### src/rtl/ddr_uart_rx.sv
// UART receiver: 2-flop synchronized line, mid-bit sampling, optional parity,
// one-byte holding register with valid/ready handshake and error pulses.
//   clk, rst       : clock, synchronous active-high reset
//   uart_rxd       : asynchronous serial input, idles high
//   rx_data/valid  : held byte, consumed on rx_valid & rx_ready
//   rx_ready       : consumer accepts the held byte
//   frame_err      : 1-cycle pulse, stop bit sampled low
//   parity_err     : 1-cycle pulse, parity mismatch
//   overrun        : 1-cycle pulse, good byte dropped (holding reg full)
//   busy           : receiver is inside a frame
module ddr_uart_rx #(
  parameter int CLK_FREQ   = 50000000,
  parameter int BAUD_RATE  = 115200,
  parameter int PARITY_EN  = 0,
  parameter int PARITY_ODD = 0
) (
  input  logic       clk,
  input  logic       rst,
  input  logic       uart_rxd,
  output logic [7:0] rx_data,
  output logic       rx_valid,
  input  logic       rx_ready,
  output logic       frame_err,
  output logic       parity_err,
  output logic       overrun,
  output logic       busy
);

  localparam int BIT_CYC  = CLK_FREQ / BAUD_RATE;
  localparam int HALF_CYC = BIT_CYC / 2;
  localparam int CW       = (BIT_CYC > 2) ? $clog2(BIT_CYC) : 1;

  localparam logic [CW-1:0] BIT_END  = CW'(BIT_CYC - 1);
  localparam logic [CW-1:0] HALF_END = CW'(HALF_CYC - 1);
  localparam logic          ODD      = (PARITY_ODD != 0);

  localparam logic [2:0] IDLE   = 3'd0;
  localparam logic [2:0] START  = 3'd1;
  localparam logic [2:0] DATA   = 3'd2;
  localparam logic [2:0] PARITY = 3'd3;
  localparam logic [2:0] STOP   = 3'd4;

  logic [2:0]    state;
  logic [CW-1:0] cnt;
  logic [2:0]    bit_idx;
  logic [7:0]    shreg;
  logic          par_err;
  logic          rxd_m;
  logic          rxd_s;
  logic          bit_end;

  assign bit_end = (cnt == BIT_END);
  assign busy    = (state != IDLE);

  always_ff @(posedge clk) begin
    if (rst) begin
      state      <= IDLE;
      cnt        <= '0;
      bit_idx    <= '0;
      shreg      <= '0;
      par_err    <= 1'b0;
      rxd_m      <= 1'b1;
      rxd_s      <= 1'b1;
      rx_data    <= '0;
      rx_valid   <= 1'b0;
      frame_err  <= 1'b0;
      parity_err <= 1'b0;
      overrun    <= 1'b0;
    end else begin
      rxd_m      <= uart_rxd;
      rxd_s      <= rxd_m;
      frame_err  <= 1'b0;
      parity_err <= 1'b0;
      overrun    <= 1'b0;
      // Consumption; a byte completing in the STOP branch below overrides.
      if (rx_valid && rx_ready) rx_valid <= 1'b0;
      case (state)
        IDLE: begin
          if (!rxd_s) begin
            state <= START;
            cnt   <= '0;
          end
        end
        START: begin
          if (cnt == HALF_END) begin
            cnt     <= '0;
            bit_idx <= '0;
            par_err <= 1'b0;
            // Line back high at mid start bit: treat as a glitch.
            state   <= rxd_s ? IDLE : DATA;
          end else begin
            cnt <= cnt + 1'b1;
          end
        end
        DATA: begin
          if (bit_end) begin
            cnt     <= '0;
            shreg   <= {rxd_s, shreg[7:1]};
            bit_idx <= bit_idx + 3'd1;
            if (bit_idx == 3'd7)
              state <= (PARITY_EN != 0) ? PARITY : STOP;
          end else begin
            cnt <= cnt + 1'b1;
          end
        end
        PARITY: begin
          if (bit_end) begin
            cnt     <= '0;
            par_err <= ((^shreg) ^ rxd_s) != ODD;
            state   <= STOP;
          end else begin
            cnt <= cnt + 1'b1;
          end
        end
        STOP: begin
          if (bit_end) begin
            // Leave at mid stop bit so the next start edge is not missed.
            cnt        <= '0;
            state      <= IDLE;
            frame_err  <= ~rxd_s;
            parity_err <= par_err;
            if (rxd_s && !par_err) begin
              if (!rx_valid || rx_ready) begin
                rx_data  <= shreg;
                rx_valid <= 1'b1;
              end else begin
                overrun <= 1'b1;
              end
            end
          end else begin
            cnt <= cnt + 1'b1;
          end
        end
        default: state <= IDLE;
      endcase
    end
  end

endmodule
### config.mk
export PLATFORM = sky130hd
export DESIGN_NAME = ddr_uart_rx
export DESIGN_NICKNAME = d
export VERILOG_FILES = /design/src/rtl/ddr_uart_rx.sv
export SDC_FILE = /design/constraint.sdc
export NUM_CORES = 1
export LEC_CHECK = 0
export CORE_MARGIN = 2
export CORE_UTILIZATION = 38
export DETAILED_ROUTE_END_ITERATION = 8
export GPL_TIMING_DRIVEN = 1
export PLACE_DENSITY = 0.67
export SETUP_SLACK_MARGIN = 0.05
export SYNTH_ARGS = -nofsm -noshare
export SYNTH_HDL_FRONTEND = slang
export SYNTH_SLANG_ARGS = --single-unit
export TNS_END_PERCENT = 5
### constraint.sdc
create_clock -name clk -period 3.45 [get_ports clk]
set_clock_uncertainty 0.05 [all_clocks]
set_input_delay 0.69 -clock clk [delete_from_list [all_inputs] [get_ports clk]]
set_output_delay 0.69 -clock clk [all_outputs]
set_load 0.03 [all_outputs]
* Word level (Yosys, flattened, before mapping)
Index checks and enable logic that the tools add are counted.
Operators by class: reduce and logical (&&, ||, !) cells 20, multipliers 0, shifts and indexed selects 0, multiplexer cells 24, magnitude comparators 0, divide/modulo/power cells 0, $add $sub $neg 2, bitwise logic cells 5, equal/unequal tests 13
Operators with widths (number):
- 9-bit 2-to-1 mux | 3
- 9-bit one-hot mux with 3 select lines | 1
- 3-bit 2-to-1 mux | 8
- 3-bit one-hot mux with 5 select lines | 1
- 2-bit != test, second input constant | 6
- 9-bit by 1-bit adder with 9-bit output, second input constant | 1
- 9-bit by 8-bit equality test with 1-bit output, second input constant | 1
- 9-bit equality test, second input constant | 1
- 1-bit 2-to-1 mux | 8
- 8-bit XOR reduction | 1
- 3-bit by 2-bit equality test with 1-bit output, second input constant | 2
- 3-bit equality test, second input constant | 2
- 3-bit one-hot mux with 2 select lines | 1
- 3-bit AND reduction | 2
- 6-bit AND reduction | 1
- 3-bit nonzero test | 2
- 3-bit OR reduction | 2
- 1-bit inverter | 4
- 2-bit AND reduction | 2
- 4-bit AND reduction | 1
- 2-bit nonzero test | 2
- 4-bit OR reduction | 1
- 3-bit by 1-bit adder with 3-bit output, second input constant | 1
- 3-bit by 1-bit equality test with 1-bit output, second input constant | 1
- other kinds (7) | 9
Storage, ports and cells: output and inout port bits 13, register bits 38, memory bits (read-only) 0, logic and storage cells 76, latch bits 0, bits in writable memories 0, memories kept 0

* Longest topological paths before layout
depth in word-level cells 6, gate-level depth with buffers 7, depth with buffers taken out 6

* Worst setup path before layout
Ideal clock, no wire load.
path type reg-to-output, from reg state[0], to out busy, path buffers 1, data arrival time 0.959 ns, required time 2.710 ns, stages on the path, launching flop included 3, slack 1.751 ns, cells stage by stage dfxtp_1 -> buf_2 -> or3_1
Between the ends: longest elaborated chain between the ends 1
Ends and longest elaborated chain:
- from (decl) | RTL line 43 | logic [2:0] state;
- from (signal assigned) | RTL line 90 | state <= rxd_s ? IDLE : DATA;
- from (signal assigned) | RTL line 101 | state <= (PARITY_EN != 0) ? PARITY : STOP;
- 3-bit nonzero test | RTL line 53 | assign busy = (state != IDLE);
- to (decl) | RTL line 26 | output logic busy
Every way passes these cells.

* Worst setup path after layout
Ends and elaborated chain as after synthesis.

==> results.md <==
* Outcome: completed
* Post-DR wirelength/cell at 13.6 µm
* HP Class: reg2reg
* Gate power share at 4.3%
* Routed vias at 1657
* Unique masters post-synth at 49
* # rows at 26
* CP Launch Type: flip-flop
* Mapped Nets at 232
* Ys flop type: dfxtp_1
* TritonCTS clock tree: done
* Async set or reset register ratio after synthesis at 0%
* Setup TNS at 0 ns
* P_leak at 0.739 nW
* CP arrival at 1.75 ns
* Crit path capture type: primary output
* DIE AREA at 5750 µm²
* Fin crit period at 2.49 ns
* Largest net degree at the start of global routing at 23
* Number of global-route vias before repair at 1488
* Starting Density at 38.9%
* H-tree Lvls at 2
* Ports at 17
* Net Sw Frac at 20.0%
* CTS clock-pin slew for the worst setup and hold paths at 0.07 ns
* Sequential Power Share at 46.8%
* CTS buffer count at 5
* Clk root buf: clkbuf_8
* Post-CTS Setup Inserts at 0
* R2R cell count at 6
* Final HPWL DP at 2820 µm
* First-pass GRT wire length at 7070 µm
* Hold wc startpoint: rxd_m$_SDFF_PP1_
* CTS sink cnt at 38
* Clock share of power at 48.9%
* Placed Cells at 296
* P_int at 0.000765 W
* Number of port buffers at 16
* WHS Path Cells at 1
* Area leader, netlist: dfxtp_1
* Post-synthesis sequential element count at 38
* Layout area overhead at 16.8%
* RR Startpoint: cnt[0]$_SDFFE_PP0P_
* Largest stage delay, worst path at 0.60 ns
* Antenna violations before repair at 0
* Skew-Pair Late Insertion Delay at 0.29 ns
* Die X at 75.9 µm
* Final Util at 45.5%
* CTS Hold Buffers Added at 0
* Antenna diode count at 0
* Core area at 5040 µm²
* Max_cap viols at 0
* Final count of hold timing violations at 0
* Vias/cell at 5.45
* Fraction of layout cells with a size suffix above 1 at 9.83%
* Final Max Slew Viols at 0
* Cell area power density at 417 nW/µm²
* Antenna Nets Post-Route at 0
* VDD IR-drop max at 0.000234 V
* Crit-path max FO at 12
* Setup crit start: state[0]$_SDFFE_PP0P_
* FF-to-FF setup slack at 1.37 ns
* Post-CTS resize count at 0
* # DRC at 0
* WS Path Type: reg2out
* Syn Inst Count at 223
* Final nets at 242
* Drt first pass iters at 4
* Drt first-iter violations at 48
* NetSw at 0.000192 W
* GRT Util Overall at 16.1%
* Placer Congestion at 0.783
* Die H at 75.9 µm
* Critical Path RT at 2.71 ns
* Drt total wl at 4150 µm
* CP Cell Sequence: or3_1 -> clkdlybuf4s50_1
* Total grt overflow at 0
* Clock buffer depth at 2
* RSZ-0062 raised after global routing: no
* Cell Area, Synth at 1960 µm²
* Slew margin rel. at 40.0%
* Final period utilization at 72.2%
* Syn avg cell area at 8.80 µm²
* Area contributors post-synth: dfxtp_1 39%, mux2i_1 5.1%, nand3_1 4.1%, a21oi_1 3.8%, nand2_1 3.4%
* Worst Hold Endpoint: rxd_s$_SDFF_PP1_
* Post-synthesis sequential area ratio at 38.8%
* FMAX at 401 MHz
* Non-Filler Instances at 304
* CP max-delay cell: clkdlybuf4s50_1
* Ys Warns at 0
* FF-to-FF End: state[1]$_SDFFE_PP0P_
* Finish-stage setup viols at 0
* Slew @ Worst Pin at 0.893 ns
* EDFF count, synth at 0
* Post-synth top area share at 38.8%
-- synth_stat cells (all sizes together), types with 3 or more instances --
master,number
a21oi,15
and2,4
buf,10
clkbuf,5
dfxtp,38
ha,5
inv,5
mux2i,10
nand2,18
nand3,16
nand4,4
nor2,17
nor2b,7
nor3,3
o211ai,4
o21ai,12
o22ai,6
or3,3
xnor2,6
-- registers in the layout, summed over array words and instances, names as in the netlist --
register	count
cnt	9
rx_data	8
shreg	8
bit_idx	3
state	3
frame_err	1
overrun	1
par_err	1
parity_err	1
rx_valid	1
rxd_m	1
rxd_s	1
-- cell usage in the layout, fill, tap and decap left out, drive strengths merged, types with 4 or more instances in the layout --
cell type      count
o22ai              6
nand2             18
a21oi             15
o21ai             12
and2               4
nor2b              7
nand4              4
o211ai             4
xnor2              6
mux2i             10
clkdlybuf4s50     16
inv                5
nand3             16
nor2              17
clkbuf             6
dfxtp             38
ha                 5
-- how the worst max path moves through the flow --
stage	to	cells past startpoint
after floorplan	busy	2
after global placement	rx_data[1]$_SDFFE_PP0P_	5
after detailed placement	rx_data[5]$_SDFFE_PP0P_	5
after CTS	busy	2
after global routing	busy	2
final	busy	2
-- power by group through the flow --
stage / registers [W] / logic (W) / clock network, W
detailed placement: 0.000457 / 0.0000409 / 0
global placement: 0.000457 / 0.0000404 / 0
floorplan: 0.000454 / 0.0000315 / 0
global route: 0.000448 / 0.0000450 / 0.000494
finish: 0.000447 / 0.0000415 / 0.000468
CTS: 0.000447 / 0.0000414 / 0.000477
-- layer usage --
metal / global-route usage [%] / wire (µm) / up-vias / share of wire [%]
li1: - / - / 826 / -
met1: 22.4 / 2030 / 788 / 49
met2: 24.5 / 1880 / 38 / 45
met3: 3.70 / 172 / 5 / 4.1
met4: 5.26 / 60 / 0 / 1.4
met5: 0 / 0 / - / 0
-- through the flow --
step                      power (W)  setup slack, ns  instance area (µm²)  hold slack [ns]
after floorplan            0.000486             1.75                 1960            0.339
after global placement     0.000498            0.958                 2150            0.355
after detailed placement   0.000498            0.880                 2150            0.350
after CTS                  0.000965            0.944                 2290            0.370
after global routing       0.000986            0.909                 2290            0.395
final                      0.000957            0.959                 2290            0.367
-- kinds of logic after synthesis --
family,after synthesis,share of synthesized area (%)
AOI/OAI and AO/OA,51,17.8
xor gates and xnor gates,7,3.83
adders and majority gates,5,3.19
buffers and inverters,21,5.29
DFF,38,38.8
muxes,10,5.10
and+or+nand+nor,91,26.0
-- area by class of cell --
type | instances | area, µm²
clock buffer | 6 | 82.6
clock inverter | 2 | 60.1
fill | 474 | 2750
inverter | 6 | 22.5
multi-input combinational | 164 | 1100
sequential | 38 | 761
tap | 70 | 87.6
timing repair buffer | 18 | 175
-- worst max-delay path, delay by kind of cell (launching register included) --
kind / cells / cell delay (ns)
AND/OR/NAND/NOR: 1 / 0.43
flip-flops: 1 / 0.43
buffers and inverters: 1 / 0.60
Power figures use the tool's default switching activity.
